--- config.mk ---
export PLATFORM = sky130hd
export DESIGN_NAME = uart_tx
export DESIGN_NICKNAME = d
export VERILOG_FILES = /design/src/rtl/uart_tx.sv
export SDC_FILE = /design/constraint.sdc
export NUM_CORES = 1
export LEC_CHECK = 0
export BUFFER_PORTS_ARGS = -buffer_cell sky130_fd_sc_hd__buf_4
export CORE_ASPECT_RATIO = 2
export CORE_MARGIN = 3
export CORE_UTILIZATION = 50
export CTS_CLUSTER_SIZE = 8
export DETAILED_ROUTE_END_ITERATION = 10
export GPL_TIMING_DRIVEN = 0
export HOLD_SLACK_MARGIN = 0.06
export PLACE_DENSITY = 0.78
export SLEW_MARGIN = 15
export SYNTH_ARGS = -nofsm -noshare
export SYNTH_HDL_FRONTEND = slang
export SYNTH_SLANG_ARGS = --single-unit
--- constraint.sdc ---
create_clock -name i_clk -period 2.1 [get_ports i_clk]
set_input_delay 0.105 -clock i_clk [delete_from_list [all_inputs] [get_ports i_clk]]
set_output_delay 0.105 -clock i_clk [all_outputs]
set_load 0.02 [all_outputs]
--- src/rtl/uart_tx.sv ---
// UART transmitter: one word per valid/ready handshake, LSB first,
// optional parity and one or two stop bits.
`timescale 1ns / 1ps

module uart_tx #(
    parameter int CLK_RATE    = 100000000,
    parameter int BAUD_RATE   = 115200,
    parameter int WORD_LENGTH = 8,
    parameter int PARITY      = 0,
    parameter int STOP_BITS   = 1
) (
    input  logic                   i_clk,
    input  logic                   i_rst,
    input  logic                   i_tx_valid,
    input  logic [WORD_LENGTH-1:0] i_tx_byte,
    output logic                   o_tx_ready,
    output logic                   o_tx_serial,
    output logic                   o_tx_busy,
    output logic                   o_tx_done
);

    localparam int CLKS_PER_BIT = CLK_RATE / BAUD_RATE;
    localparam int BW = (CLKS_PER_BIT > 1) ? $clog2(CLKS_PER_BIT) : 1;
    localparam logic [BW-1:0] BAUD_LAST = BW'(CLKS_PER_BIT - 1);
    localparam logic [3:0] DATA_LAST = 4'(WORD_LENGTH - 1);
    localparam logic [3:0] STOP_LAST = 4'(STOP_BITS - 1);

    typedef enum logic [2:0] {
        S_IDLE,
        S_START,
        S_DATA,
        S_PARITY,
        S_STOP
    } state_t;

    state_t                 state, state_n;
    logic [BW-1:0]          baud, baud_n;
    logic [3:0]             bit_cnt, bit_cnt_n;
    logic [WORD_LENGTH-1:0] data, data_n;
    logic                   par, par_n;
    logic                   serial, serial_n;
    logic                   baud_end;
    logic                   last_stop;
    logic                   take;

    assign baud_end    = (baud == BAUD_LAST);
    assign last_stop   = (state == S_STOP) && baud_end && (bit_cnt == STOP_LAST);
    assign o_tx_ready  = (state == S_IDLE) || last_stop;
    assign take        = i_tx_valid && o_tx_ready;
    assign o_tx_busy   = (state != S_IDLE);
    assign o_tx_done   = last_stop;
    assign o_tx_serial = serial;

    always_ff @(posedge i_clk) begin
        if (i_rst) begin
            state   <= S_IDLE;
            baud    <= '0;
            bit_cnt <= '0;
            data    <= '0;
            par     <= 1'b0;
            serial  <= 1'b1;
        end else begin
            state   <= state_n;
            baud    <= baud_n;
            bit_cnt <= bit_cnt_n;
            data    <= data_n;
            par     <= par_n;
            serial  <= serial_n;
        end
    end

    // serial_n is the level of the next line bit, so the line is a pure flop
    always_comb begin
        state_n   = state;
        baud_n    = baud;
        bit_cnt_n = bit_cnt;
        data_n    = data;
        par_n     = par;
        serial_n  = serial;
        if (take) begin
            state_n   = S_START;
            baud_n    = '0;
            bit_cnt_n = '0;
            data_n    = i_tx_byte;
            par_n     = (^i_tx_byte) ^ (PARITY == 1);
            serial_n  = 1'b0;
        end else if (state != S_IDLE) begin
            if (!baud_end) begin
                baud_n = baud + 1'b1;
            end else begin
                baud_n = '0;
                unique case (state)
                    S_START: begin
                        state_n   = S_DATA;
                        bit_cnt_n = '0;
                        serial_n  = data[0];
                    end
                    S_DATA: begin
                        if (bit_cnt == DATA_LAST) begin
                            bit_cnt_n = '0;
                            if (PARITY != 0) begin
                                state_n  = S_PARITY;
                                serial_n = par;
                            end else begin
                                state_n  = S_STOP;
                                serial_n = 1'b1;
                            end
                        end else begin
                            bit_cnt_n = bit_cnt + 1'b1;
                            data_n    = data >> 1;
                            serial_n  = data[1];
                        end
                    end
                    S_PARITY: begin
                        state_n   = S_STOP;
                        bit_cnt_n = '0;
                        serial_n  = 1'b1;
                    end
                    S_STOP: begin
                        serial_n = 1'b1;
                        if (bit_cnt == STOP_LAST) begin
                            state_n = S_IDLE;
                        end else begin
                            bit_cnt_n = bit_cnt + 1'b1;
                        end
                    end
                    default: begin
                        state_n  = S_IDLE;
                        serial_n = 1'b1;
                    end
                endcase
            end
        end
    end

endmodule

# Yosys cells after proc, flatten, opt, wreduce, memory -nomap -nowiden
# Cells that the tools add are included.
classes:
  add_sub_neg: 2
  n_mul: 0
  n_div: 0
  n_lt_le_gt_ge: 0
  eq_ne: 12
  shift: 0
  mux: 20
  bitwise_logic: 0
  reduce_logical: 18
ops:
  columns: ["cell", "count"]
  rows:
  - ["$mux W8", 5]
  - ["$reduce_and A4 Y1", 4]
  - ["$pmux W3 S4", 1]
  - ["$pmux W4 S3", 1]
  - ["$add A10 B1 Y10 const B", 1]
  - ["$eq A10 B10 Y1 const B", 1]
  - ["$mux W10", 1]
  - ["$mux W4", 2]
  - ["$mux W1", 7]
  - ["$eq A3 B2 Y1 const B", 2]
  - ["$mux W3", 2]
  - ["$ne A2 B2 Y1 const B", 3]
  - ["$reduce_bool A2 Y1", 3]
  - ["$reduce_bool A3 Y1", 2]
  - ["$add A4 B1 Y4 const B", 1]
  - ["$eq A4 B3 Y1 const B", 1]
  - ["$logic_not A4 Y1", 1]
  - ["$reduce_or A2 Y1", 2]
  - ["$eq A3 B1 Y1 const B", 1]
  - ["$eq A3 B3 Y1 const B", 1]
  - ["$logic_and A1 B1 Y1", 3]
  - ["$logic_not A3 Y1", 1]
  - ["$ne A3 B2 Y1 const B", 1]
  - ["$ne A3 B3 Y1 const B", 1]
  - ["4 further kinds", 4]
totals:
  reg_bits: 26
  latchBits: 0
  mem_bits_rw: 0
  mem_bits_ro: 0
  in_bits: 11
  out_inout_bits: 4
  word_cells: 58
  n_memories: 0

# Logic depth before layout (Yosys ltp)
# Gate-level depths: netlist of the first run.
logic_depth:
  word_depth: 7
  ltp_mapped: 8
  mapped_depth_nobuf: 7

# Worst setup path after synthesis of the first run
# No wires, ideal clock.
synth_path:
  kind: "register -> output"
  start: "reg baud[0]"
  end: "out o_tx_ready"
  arrival_time_ns: 2.141
  required_ns: 1.995
  setup_slack_ns: -0.146
  path_stages_with_launch: 7
  path_buffers: 1
  cell_sequence: "dfxtp_1 > ha_1 > nand4_1 > or4b_4 > buf_6 > nor3_1 > nand2b_1"
synth_between:
  elab_chain_len: 4
synth_rtl:
  columns: ["item", "line", "source"]
  rows:
  - ["from (decl)", "37", "logic [BW-1:0] baud, baud_n;"]
  - ["from (signal assigned)", "64", "baud <= baud_n;"]
  - ["$eq A10 B10 Y1", "46", "assign baud_end = (baud == BAUD_LAST);"]
  - ["$logic_and A1 B1 Y1 (2 in a row)", "47", "assign last_stop = (state == S_STOP) && baud_end && (bit_cnt == STOP_LAST);"]
  - ["net o_tx_done", "19", "output logic o_tx_done"]
  - ["$logic_or A1 B1 Y1", "48", "assign o_tx_ready = (state == S_IDLE) || last_stop;"]
  - ["to (decl)", "16", "output logic o_tx_ready,"]
# The timed path passes the listed nets, and every way through them passes these cells.

# Worst setup path after layout of the first run
layout_path:
  start: "reg baud[0]"
  end: "reg bit_cnt[2]"
layout_between:
  elab_chain_len: 6
  word_cells_on_any_way: 7
  cone_classes: "eq/ne: 1; reduce/logical: 6"
layout_rtl:
  columns: ["item", "line", "source"]
  rows:
  - ["$eq A10 B10 Y1 *", "46", null]
  - ["$logic_and A1 B1 Y1 (2 in a row)", "47", null]
  - ["$logic_or A1 B1 Y1", "48", null]
  - ["$logic_and A1 B1 Y1", "49", "assign take = i_tx_valid && o_tx_ready;"]
  - ["$reduce_or A2 Y1 (no line)", null, null]
  - ["to (signal assigned)", "65", "bit_cnt <= bit_cnt_n;"]
  - ["to (decl)", "38", "logic [3:0] bit_cnt, bit_cnt_n;"]
# Every way passes the cells marked *; elsewhere a longest branch is shown, timed or not.
# A chain may end at the register's enable or synchronous reset.

==> reports/results.env, run 1 <==
CTS.HTREE.LEVELS=1
CP_NUM_BUF_INV=1
PEAKVDDDROP_uV=612
FAILED_CHECKS='setup timing'
INITIALDRTVIOLATIONCOUNT=10
CLOCK_SKEW_NS=0.00189
GRT_OVERFLOW_TOTAL=0
CLKLATENCYLATEPIN_NS=0.28
SYNTH.CELL_AREA_UM2=1310
DIE-AREA_UM2=3320
AVGROUTEDWIREPERCELL_UM=15.2
POST_SYNTH_INST_COUNT=151
DIE_H_UM=78.5
CLK_TRANSITION_REPORTED_PATHS_NS=0.08
CRIT_ARRIVAL_NS=2.39
ANTENNA_LEFT=0
YS_SEQ_AREA_FRAC=0.396
YOSYS.CELL_TYPES.COUNT=42
CLOCKBUFFERDEPTH=2
MAX-CAP-VIOLATIONS=0
CRITICAL_PATH_REQUIRED_NS=2.32
YOSYS_WARNINGS=0
FP.COREAREA_UM2=2440
CRITICAL_PATH.STARTPOINT_TYPE='flip-flop'
ENDPOINT_KIND='flip-flop'
ROUTE.FINAL.WIRE_LENGTH_MM=3.16
SHARE_OF_FINAL_LAYOUT_STANDARD_CELLS_STRONGER_THAN_DRIVE_STRENGTH_1=0.370
HOLDPATHSTAGES=3
SLEW_HEADROOM=0.580
CRITICAL_PATH_CLASS='flip-flop to flip-flop'
STATUS='complete, but fails checks'
REPORT.FINAL.SETUP_VIOL=10
HP-CLASS='input port to flip-flop'
WORSTMARGINPINSLEW_NS=0.625
DRTPASS1ITERATIONS=4
SYNTH_AREA_LEADER_CELL='sky130_fd_sc_hd__dfxtp_1'
CRITICAL_PATH.MAX_STAGE_DELAY_NS=0.54
VIAS_IN_THE_FIRST_GLOBAL_ROUTE=1252
POSTSYNTHAREAPERCELL_UM2=8.70
LAYOUT_WORST_PATH_CYCLE_SHARE=1.04
TIMING.FINAL.HOLD_VIOLATIONS=0
CRITPATHSLOWESTCELL='sky130_fd_sc_hd__or4b_4'
DIE-WIDTH_UM=42.2
LARGEST_NET_DEGREE_AT_THE_START_OF_GLOBAL_ROUTING=15
FINAL_MAX_SLEW_VIOL_COUNT=0
GR-USAGE-MET2=0.385
FINAL_CELLS=208
STD_CELL_ROWS=25
CRIT_FAMILY='simple AND/OR/NAND/NOR gates'
SYNTH.NET_COUNT=165
DP_CELLS=192
DP_SLACK_NS=-0.234
GRTUSAGEMET3=0.0252
ANTENNADIODECOUNT=0
YOSYS-TOP-CELLS-AREA='sky130_fd_sc_hd__dfxtp_1, sky130_fd_sc_hd__nor2_1, sky130_fd_sc_hd__mux2i_1'
YOSYS_REGISTER_BITS=26
GRT-BUSIEST-LAYER='met2'
GRT_PASS1_WL_MM=5.40
WORST-R2R-CELL-COUNT=7
DP_HPWL_MM=2.08
FINALWEIGHTEDCONGESTION=0.856
WORST_PATH_MOST_REPEATED_CELL='sky130_fd_sc_hd__or4b_4'
CTS_NUM_SINKS=26
GRT_UTIL_ALL_LAYERS=0.209
IOS=15
AREA_GROWTH_PCT=30.7
PORT_BUFFERS=14
FINAL_CRITICAL_PATH_SETUP_SLACK_NS=-0.0754
TRITONCTS='done'
RSZ0062_AT_GRT='true'
CRIT_PATH_MAX_FANOUT=7
INITIAL_CORE_UTIL=0.538
SETUP_TOTAL_NEGATIVE_SLACK_NS=-0.373
MAX_FREQ_GHz=0.460
CP_NUM_CELLS=7
DRC=0
ANTENNA_FOUND_INITIAL=0
TOTAL_LEAKAGE_POWER_nW=0.636
POWER_DENSITY_nW_PER_UM2=572
CTS_INSERTED_BUFFERS=3
VIAS_PER_CELL=5.78
YOSYSTOPAREACELLSHARE=0.396
FINALWORSTPATHREQUIREDPERIOD_NS=2.18
FINALPOWER_W=0.000981
NUM_VIAS=1202
FINAL_NET_COUNT=196
FRACTION_OF_MET1_TRACKS_USED_BY_GLOBAL_ROUTING=0.209
WORSTPATHCELLLIST='ha_4 -> nand4_1 -> or4b_4 -> buf_8 -> a21o_4 -> or4b_4 -> a21oi_2'
CTS-ROOT-BUF='sky130_fd_sc_hd__clkbuf_8'
stage by stage:
step	hold WS, ns	area, um2	utilization
floorplan	0.174	1330	-
global placement	0.321	1470	0.604
detailed placement	0.325	1470	0.604
CTS	0.0848	1660	0.681
global route	0.111	1720	0.704
finish	0.0784	1720	0.704
per-layer routing:
layer  vias up  routed length [um]  part of all wire
li1        598                   -                 -
met1       575                1120              0.35
met2        20                1870              0.59
met3         9                  66             0.021
met4         0                  97             0.031
met5         -                   0                 0
path summary, 6_finish.rpt:
| check | end | slack, ns | start |
|---|---|---|---|
| worst max-delay path | bit_cnt[2]$_SDFFE_PP0P_ | -0.08 | baud[0]$_SDFFE_PP0N_ |
| worst min-delay path | data[7]$_SDFFE_PP0P_ | 0.08 | i_tx_byte[7] |
| worst max register to register | bit_cnt[2]$_SDFFE_PP0P_ | -0.08 | baud[0]$_SDFFE_PP0N_ |
| worst min register to register | data[1]$_SDFFE_PP0P_ | 0.49 | data[2]$_SDFFE_PP0P_ |
power breakdown:
part,leakage (nW),total (W),internal (W),switching (W)
Sequential,0.214,0.000524,0.000510,0.0000133
Combinational,0.393,0.000131,0.0000626,0.0000682
Clock,0.0288,0.000327,0.000168,0.000159
Total,0.636,0.000981,0.000741,0.000240
cells in the final DEF (no fill, tap or decap), drive strengths merged, types with 3 or more instances in the layout:
master and n:
nor2 18, nor3 3, xnor2 4, buf 31
o21ai 8, ha 3, mux2i 6, xor2 5
clkbuf 4, nand3 8, inv 6, nand2 15
dfxtp 26, a21oi 11, or4b 3
tightest hold or removal path: cells and delay by family:
kind	cells	cell delay (ns)
muxes	1	0.05
and+or+nand+nor	1	0.05
buffers and inverters	1	0.11
sequential cells by signal (all words and copies together), names as in the netlist:
name and cells:
baud 10, bit_cnt 4, data 8, o_tx_serial 1, state 3
area by class of cell:
cell class              instances  area (um2)
multi-input cells             113         816
fillers                       194         723
flip-flops and latches         26         531
repair buffers                 28         213
clock buffers                   4        55.1
plain buffers                   4        46.3
well taps                      27        33.8
inverters                       6        22.5
synth_stat cells, drive strengths merged:
master	instances
or2	1
nand4	2
and4	1
mux2i	6
inv	6
nor3b	1
ha	3
or3	1
nor2	18
nand4b	1
nor2b	1
o21ai	8
buf	4
o41a	1
and3	2
dfxtp	26
a21oi	11
nor3	3
xnor2	4
or4b	3
or3b	2
clkbuf	2
nand3	8
a211oi	2
a31oi	1
a21o	1
xor2	5
nor4b	2
and3b	1
o2111ai	1
a311oi	2
or4	1
a2bb2oi	1
o211ai	2
nand2	15
nand2b	2
repair_timing:
item                                    in CTS  in global routing
endpoints found under the setup margin      27                 26
gates resized for setup                     11                 14
gates cloned                                 0                  0
hold endpoints to repair                     5                  0
buffers inserted                            12                  1
pin swaps                                   13                  8
hold buffers                                 1                  0
cell families after synthesis:
family	synth area share
flip-flops	0.396
XOR/XNOR	0.0600
AND/OR/NAND/NOR	0.275
buffers and inverters	0.0448
AO/OA/AOI/OAI	0.150
multiplexers	0.0457
adder cells (fa/ha/maj)	0.0286
Note: power is estimated with default switching activity, not from simulation.
==> inputs of run 2 (changes only) <==
- clock period: 2.1 -> 1.9 ns (I/O delays scaled with it)
==> run 2 against run 1 <==
Against the previous run:
- the flow still finishes with violations (setup timing)
- register-to-register slack worse by 0.17 ns
- worst hold slack better by 0.012 ns
- combinational power is 46% higher
- count of clock-buffer cells in the layout is 1 lower
- die area stayed put
- cell count is 0.48% lower
- wire length is 3.9% higher
- sequential share of layout area is 2.0 points lower
- critical path depth stayed put
- global-route usage is 0.74 points lower
- highest routed layer unchanged
- clock skew is 0.0055 ns higher
- total power is 9.5% higher
==> reports/results.env, run 2 (synthesized netlist as in run 1, its figures left out) <==
LAYOUT.CELLS.MOST_COMMON='sky130_fd_sc_hd__dfxtp_1'
WORST-R2R-CELL-COUNT=7
CRITPATHSLOWESTCELL='sky130_fd_sc_hd__or4b_4'
DIE_H_UM=78.5
CRITICAL_PATH.ENDPOINT='o_tx_ready'
FILL_CELL_TOTAL_OF_THE_FINISHED_LAYOUT=177
STATUS='complete, but fails checks'
ENDPOINT_KIND='output port'
NUM_VIAS=1190
CRIT_PATH_MAX_FANOUT=5
PEAKVDDDROP_uV=477
FINAL_NET_COUNT=196
DIE-WIDTH_UM=42.2
CP_NUM_BUF_INV=2
INITIAL_CORE_UTIL=0.538
CLKLATENCYLATEPIN_NS=0.27
FINALWEIGHTEDCONGESTION=0.829
CRIT_ARRIVAL_NS=2.07
AREA_GROWTH_PCT=39.0
MAX-CAP-VIOLATIONS=0
LARGEST_REGISTER_FF_COUNT=10
AREA.SEQUENTIAL_UM2=528
R2R-START='baud[1]$_SDFFE_PP0N_'
CRIT_START='baud[1]$_SDFFE_PP0N_'
LARGEST_REGISTERS='baud: 10 flops, data: 8 flops, bit_cnt: 4 flops'
AREA_OF_COMBINATIONAL_CELLS_WITH_MULTIPLE_INPUTS_UM2=883
SHARE_OF_FINAL_LAYOUT_STANDARD_CELLS_STRONGER_THAN_DRIVE_STRENGTH_1=0.406
GRT_OVERFLOW_TOTAL=0
LARGEST_NET_DEGREE_AT_THE_START_OF_GLOBAL_ROUTING=14
RSZ0062_AT_GRT='true'
GRT_PASS1_WL_MM=5.33
FINAL_CRITICAL_PATH_SETUP_SLACK_NS=-0.269
DP_HPWL_MM=2.04
DP_CELLS=192
PORT_BUFFERS=14
PLACED_AREA_UM2=1490
LAYOUT_WORST_PATH_CYCLE_SHARE=1.14
POST-ROUTE-CELL-AREA_UM2=1830
TIMING.FINAL.HOLD_VIOLATIONS=0
CLOCKBUFFERDEPTH=2
ANTENNA_LEFT=0
REG2REG_TO='bit_cnt[3]$_SDFFE_PP0P_'
CP_NUM_CELLS=7
DRTPASS1ITERATIONS=4
CLK_TRANSITION_REPORTED_PATHS_NS=0.09
LAYOUT_COMMON_CELLS='sky130_fd_sc_hd__dfxtp_1, sky130_fd_sc_hd__buf_4, sky130_fd_sc_hd__nand2_1'
GRT_UTIL_ALL_LAYERS=0.202
FINAL_CELLS=207
SLEW_HEADROOM=0.681
POWER_DENSITY_nW_PER_UM2=588
WORSTMARGINPINSLEW_NS=0.475
DRC=0
HP-CLASS='input port to flip-flop'
CTS-ROOT-BUF='sky130_fd_sc_hd__clkbuf_8'
INITIALDRTVIOLATIONCOUNT=15
FAILED_CHECKS='setup timing'
SETUP.REG_TO_REG.WORST_SLACK_NS=-0.25
TRITONCTS='done'
CRITICAL_PATH_REQUIRED_NS=1.80
CRITICAL_PATH.MAX_STAGE_DELAY_NS=0.52
ANTENNADIODECOUNT=0
VIAS_PER_CELL=5.75
STD_CELL_ROWS=25
VIAS_IN_THE_FIRST_GLOBAL_ROUTE=1237
HOLD_SLACK_NS=0.0901
CTS.HTREE.LEVELS=1
CRIT_FAMILY='simple AND/OR/NAND/NOR gates'
CRITICAL_PATH.STARTPOINT_TYPE='flip-flop'
CLOCK_SKEW_NS=0.00744
MAX_FREQ_GHz=0.461
WORSTPATHCELLLIST='ha_4 -> nand4_1 -> or4b_4 -> buf_8 -> nor3_2 -> nand2b_4 -> buf_6'
FIN_UTIL=0.749
DIE-AREA_UM2=3320
CTS_NUM_SINKS=26
TOTAL_LEAKAGE_POWER_nW=0.656
FINAL_MAX_SLEW_VIOL_COUNT=0
FP.COREAREA_UM2=2440
IOS=15
CRITICAL_PATH_CLASS='flip-flop to output port'
REPORT.FINAL.SETUP_VIOL=24
CTS_INSERTED_BUFFERS=3
ANTENNA_FOUND_INITIAL=0
REGISTER_CONTAINING_THE_MOST_FLIP_FLOPS_IN_THE_FINAL_LAYOUT='baud'
AVGROUTEDWIREPERCELL_UM=15.8
FINALWORSTPATHREQUIREDPERIOD_NS=2.17
ROUTE.FINAL.WIRE_LENGTH_MM=3.28
[run 2: routing by layer]
layer / routed length (um) / track usage / part of all wire
met1: 1170 / 0.212 / 0.36
met2: 1960 / 0.379 / 0.60
met3: 76 / 0.0229 / 0.023
met4: 72 / 0.0966 / 0.022
met5: 0 / 0 / 0
[run 2: worst min-delay path by stage]
stage	start	endpoint	slack, ns	depth (start not counted)
final	i_tx_byte[7]	data[7]$_SDFFE_PP0P_	0.09	3
after global routing	i_tx_byte[7]	data[7]$_SDFFE_PP0P_	0.10	3
after CTS	i_tx_byte[7]	data[7]$_SDFFE_PP0P_	0.09	3
after detailed placement	i_rst	state[0]$_SDFFE_PP0P_	0.31	2
after global placement	i_rst	state[0]$_SDFFE_PP0P_	0.31	2
after floorplan	i_rst	state[0]$_SDFFE_PP0P_	0.16	1
[run 2: area by class of cell]
class,count,share of cell area
buffer,5,0.0336
tap,27,0.0185
clock buffer,3,0.0226
multi-input combinational,113,0.484
inverter,6,0.0123
sequential,26,0.289
timing repair buffer,27,0.140
[run 2: what timing repair did]
| action | 4_1_cts | 5_1_grt |
|---|---|---|
| hold endpoints to repair | 5 | 0 |
| pin swaps | 2 | 11 |
| gates resized for setup | 16 | 30 |
| hold buffers | 1 | 0 |
| endpoints found under the setup margin | 28 | 28 |
| setup buffers | 8 | 2 |
| gates cloned | 1 | 1 |
[run 2: report_power, final]
part,internal [W],switching (W)
clock network,0.000142,0.000162
logic,0.0000975,0.0000935
registers,0.000564,0.0000160
[run 2: worst min-delay path, cell delays in order]
cell and delay (ns):
sky130_fd_sc_hd__buf_4 0.11, sky130_fd_sc_hd__nand2_1 0.05, sky130_fd_sc_hd__mux2i_1 0.05
[run 2: through the flow]
| stage | setup slack [ns] | setup TNS, ns | power [W] |
|---|---|---|---|
| finish | -0.269 | -2.99 | 0.00107 |
| global route | -0.368 | -5.48 | 0.00113 |
| CTS | -0.237 | -4.40 | 0.00106 |
| detailed placement | -0.351 | -6.52 | 0.000717 |
| global placement | -0.287 | -5.88 | 0.000712 |
| floorplan | -0.203 | -2.27 | 0.000670 |
==> inputs of run 3 (changes only) <==
- CORE_UTILIZATION: 50 -> 45
- PLACE_DENSITY: 0.78 -> 0.72
==> run 3 against run 2 <==
Against the previous run:
- the run still ends with setup timing left
- wire length is 8.2% lower
- utilization is 8.7 points lower
- first-iteration DRC count is 53% higher
- cell count is 2.4% higher
- sequential power hardly changed
- setup slack better by 0.0059 ns
- total power is 13% higher
- die area is 9.9% higher
- via count is 1.4% lower
- critical endpoint is now bit_cnt[3]$_SDFFE_PP0P_
- count of clock-buffer cells in the layout stayed put
- critical path depth stayed put
- highest routed layer unchanged
- sequential cell count stayed put
==> reports/results.env, run 3 (synthesized netlist as in run 1, its figures left out) <==
HP-START='i_tx_byte[7]'
ENDPOINT_KIND='flip-flop'
PLACED_AREA_UM2=1490
HOLDPATHSTAGES=3
MAX-CAP-VIOLATIONS=0
RSZ0062_AT_GRT='true'
CLOCK_SKEW_NS=0.00835
ANTENNADIODECOUNT=0
TOTAL_LEAKAGE_POWER_nW=0.675
MAX_FREQ_GHz=0.462
LAYOUT_COMMON_CELLS='sky130_fd_sc_hd__dfxtp_1, sky130_fd_sc_hd__buf_4, sky130_fd_sc_hd__nor2_1, sky130_fd_sc_hd__nand2_1, sky130_fd_sc_hd__nand3_1'
FINALWORSTPATHREQUIREDPERIOD_NS=2.16
AREA_GROWTH_PCT=39.4
TIMING.HOLD.WORST_ENDPOINT='data[7]$_SDFFE_PP0P_'
CP_NUM_CELLS=7
PEAKVDDDROP_uV=509
ROUTE.FINAL.WIRE_LENGTH_MM=3.01
GRT_UTIL_ALL_LAYERS=0.186
STD_CELL_ROWS=27
CTS_NUM_SINKS=26
CRITICAL_PATH.STARTPOINT_TYPE='flip-flop'
INITIALDRTVIOLATIONCOUNT=23
DIE-WIDTH_UM=44.2
LAYOUT_WORST_PATH_CYCLE_SHARE=1.14
REPORT.FINAL.SETUP_VIOL=28
LARGEST_NET_DEGREE_AT_THE_START_OF_GLOBAL_ROUTING=16
DRTPASS1ITERATIONS=4
FAILED_CHECKS='setup timing'
FP.COREAREA_UM2=2770
POWER_DENSITY_nW_PER_UM2=666
HP-CLASS='input port to flip-flop'
AREA_OF_COMBINATIONAL_CELLS_WITH_MULTIPLE_INPUTS_UM2=856
WORSTPATHCELLLIST='ha_4 -> nand4_1 -> or4b_4 -> buf_8 -> a21o_4 -> or4_4 -> a21oi_2'
DRC=0
CRIT_ARRIVAL_NS=2.37
ANTENNA_FOUND_INITIAL=0
GRT_OVERFLOW_TOTAL=0
LARGEST_REGISTERS='baud: 10 flops, data: 8 flops, bit_cnt: 4 flops'
NUM_VIAS=1173
WORST-R2R-CELL-COUNT=7
FINAL_MAX_SLEW_VIOL_COUNT=0
FINAL_NET_COUNT=198
FINALPOWER_W=0.00122
CRIT_FAMILY='simple AND/OR/NAND/NOR gates'
ANTENNA_LEFT=0
CRITPATHSLOWESTCELL='sky130_fd_sc_hd__or4b_4'
CRITICAL_PATH_REQUIRED_NS=2.11
SLEW_HEADROOM=0.565
CP_NUM_BUF_INV=1
FINALWEIGHTEDCONGESTION=0.821
CLOCKBUFFERDEPTH=2
AREA.SEQUENTIAL_UM2=528
SHARE_OF_FINAL_LAYOUT_STANDARD_CELLS_STRONGER_THAN_DRIVE_STRENGTH_1=0.404
DP_SLACK_NS=-0.357
STATUS='complete, but fails checks'
CRITICAL_PATH_CLASS='flip-flop to flip-flop'
FINAL_CRITICAL_PATH_SETUP_SLACK_NS=-0.263
POST-ROUTE-CELL-AREA_UM2=1830
TIMING.FINAL.HOLD_VIOLATIONS=0
R2R-START='baud[1]$_SDFFE_PP0N_'
REG2REG_TO='bit_cnt[3]$_SDFFE_PP0P_'
REGISTER_CONTAINING_THE_MOST_FLIP_FLOPS_IN_THE_FINAL_LAYOUT='baud'
SETUP_TOTAL_NEGATIVE_SLACK_NS=-3.80
IOS=15
CRITICAL_PATH.MAX_STAGE_DELAY_NS=0.53
VIAS_IN_THE_FIRST_GLOBAL_ROUTE=1150
AVGROUTEDWIREPERCELL_UM=14.2
DIE-AREA_UM2=3640
DP_HPWL_MM=2.03
INITIAL_CORE_UTIL=0.474
FILL_CELL_TOTAL_OF_THE_FINISHED_LAYOUT=209
WORSTMARGINPINSLEW_NS=0.643
CRIT_PATH_MAX_FANOUT=8
GRT_PASS1_WL_MM=5.12
VIAS_PER_CELL=5.53
CTS-ROOT-BUF='sky130_fd_sc_hd__clkbuf_8'
PORT_BUFFERS=14
LARGEST_REGISTER_FF_COUNT=10
TRITONCTS='done'
SETUP.REG_TO_REG.WORST_SLACK_NS=-0.26
DIE_H_UM=82.4
CTS.HTREE.LEVELS=1
CLK_TRANSITION_REPORTED_PATHS_NS=0.09
CTS_INSERTED_BUFFERS=3
CLKLATENCYLATEPIN_NS=0.27
==> run 3: area by class of cell <==
type	instances	area share
Buffer	5	0.0314
Clock buffer	3	0.0225
Clock inverter	1	0.0164
Inverter	6	0.0123
Multi-Input combinational cell	113	0.467
Sequential cell	26	0.288
Tap cell	29	0.0198
Timing Repair Buffer	29	0.142
==> run 3: timing repair <==
action,in CTS,in global routing
buffers inserted,7,5
setup endpoints to repair,28,28
gates resized for setup,13,23
pin swaps,4,8
cloned,1,1
hold buffers,1,0
endpoints found under the hold margin,5,0
==> run 3: metrics by stage <==
step	hold slack, ns	cells	utilization
2_1_floorplan	0.164	151	-
3_3_place_gp	0.304	194	0.537
3_5_place_dp	0.311	194	0.537
4_1_cts	0.0708	206	0.614
5_1_grt	0.0945	212	0.661
6_report	0.0740	212	0.661
==> run 3: routing by layer <==
metal | GRT usage | part of all wire | vias to the layer above
met5 | 0 | 0 | -
met4 | 0.0816 | 0.023 | 0
met3 | 0.0260 | 0.018 | 7
met2 | 0.346 | 0.58 | 17
met1 | 0.200 | 0.38 | 550
li1 | - | - | 599
==> run 3: worst reg2reg max path, cell delays in order (launching register included) <==
cell and delay (ns):
sky130_fd_sc_hd__dfxtp_4 0.36, sky130_fd_sc_hd__ha_4 0.14, sky130_fd_sc_hd__nand4_1 0.11, sky130_fd_sc_hd__or4b_4 0.53
sky130_fd_sc_hd__buf_8 0.15, sky130_fd_sc_hd__a21o_4 0.20, sky130_fd_sc_hd__or4_4 0.48, sky130_fd_sc_hd__a21oi_2 0.13
==> run 3: how the worst max path moves through the flow <==
| stage | from | endpoint | slack (ns) |
|---|---|---|---|
| after floorplan | baud[1]$_SDFFE_PP0N_ | bit_cnt[3]$_SDFFE_PP0P_ | -0.20 |
| after global placement | bit_cnt[0]$_SDFFE_PP0P_ | data[0]$_SDFFE_PP0P_ | -0.31 |
| after detailed placement | bit_cnt[0]$_SDFFE_PP0P_ | data[2]$_SDFFE_PP0P_ | -0.36 |
| after CTS | baud[1]$_SDFFE_PP0N_ | bit_cnt[3]$_SDFFE_PP0P_ | -0.26 |
| after global routing | baud[1]$_SDFFE_PP0N_ | bit_cnt[3]$_SDFFE_PP0P_ | -0.33 |
| final | baud[1]$_SDFFE_PP0N_ | bit_cnt[3]$_SDFFE_PP0P_ | -0.26 |
==> run 3: where the power goes <==
part           total, W  internal [W]  switching [W]
sequential     0.000579      0.000564      0.0000147
combinational  0.000187     0.0000982      0.0000892
clock          0.000454      0.000282       0.000172
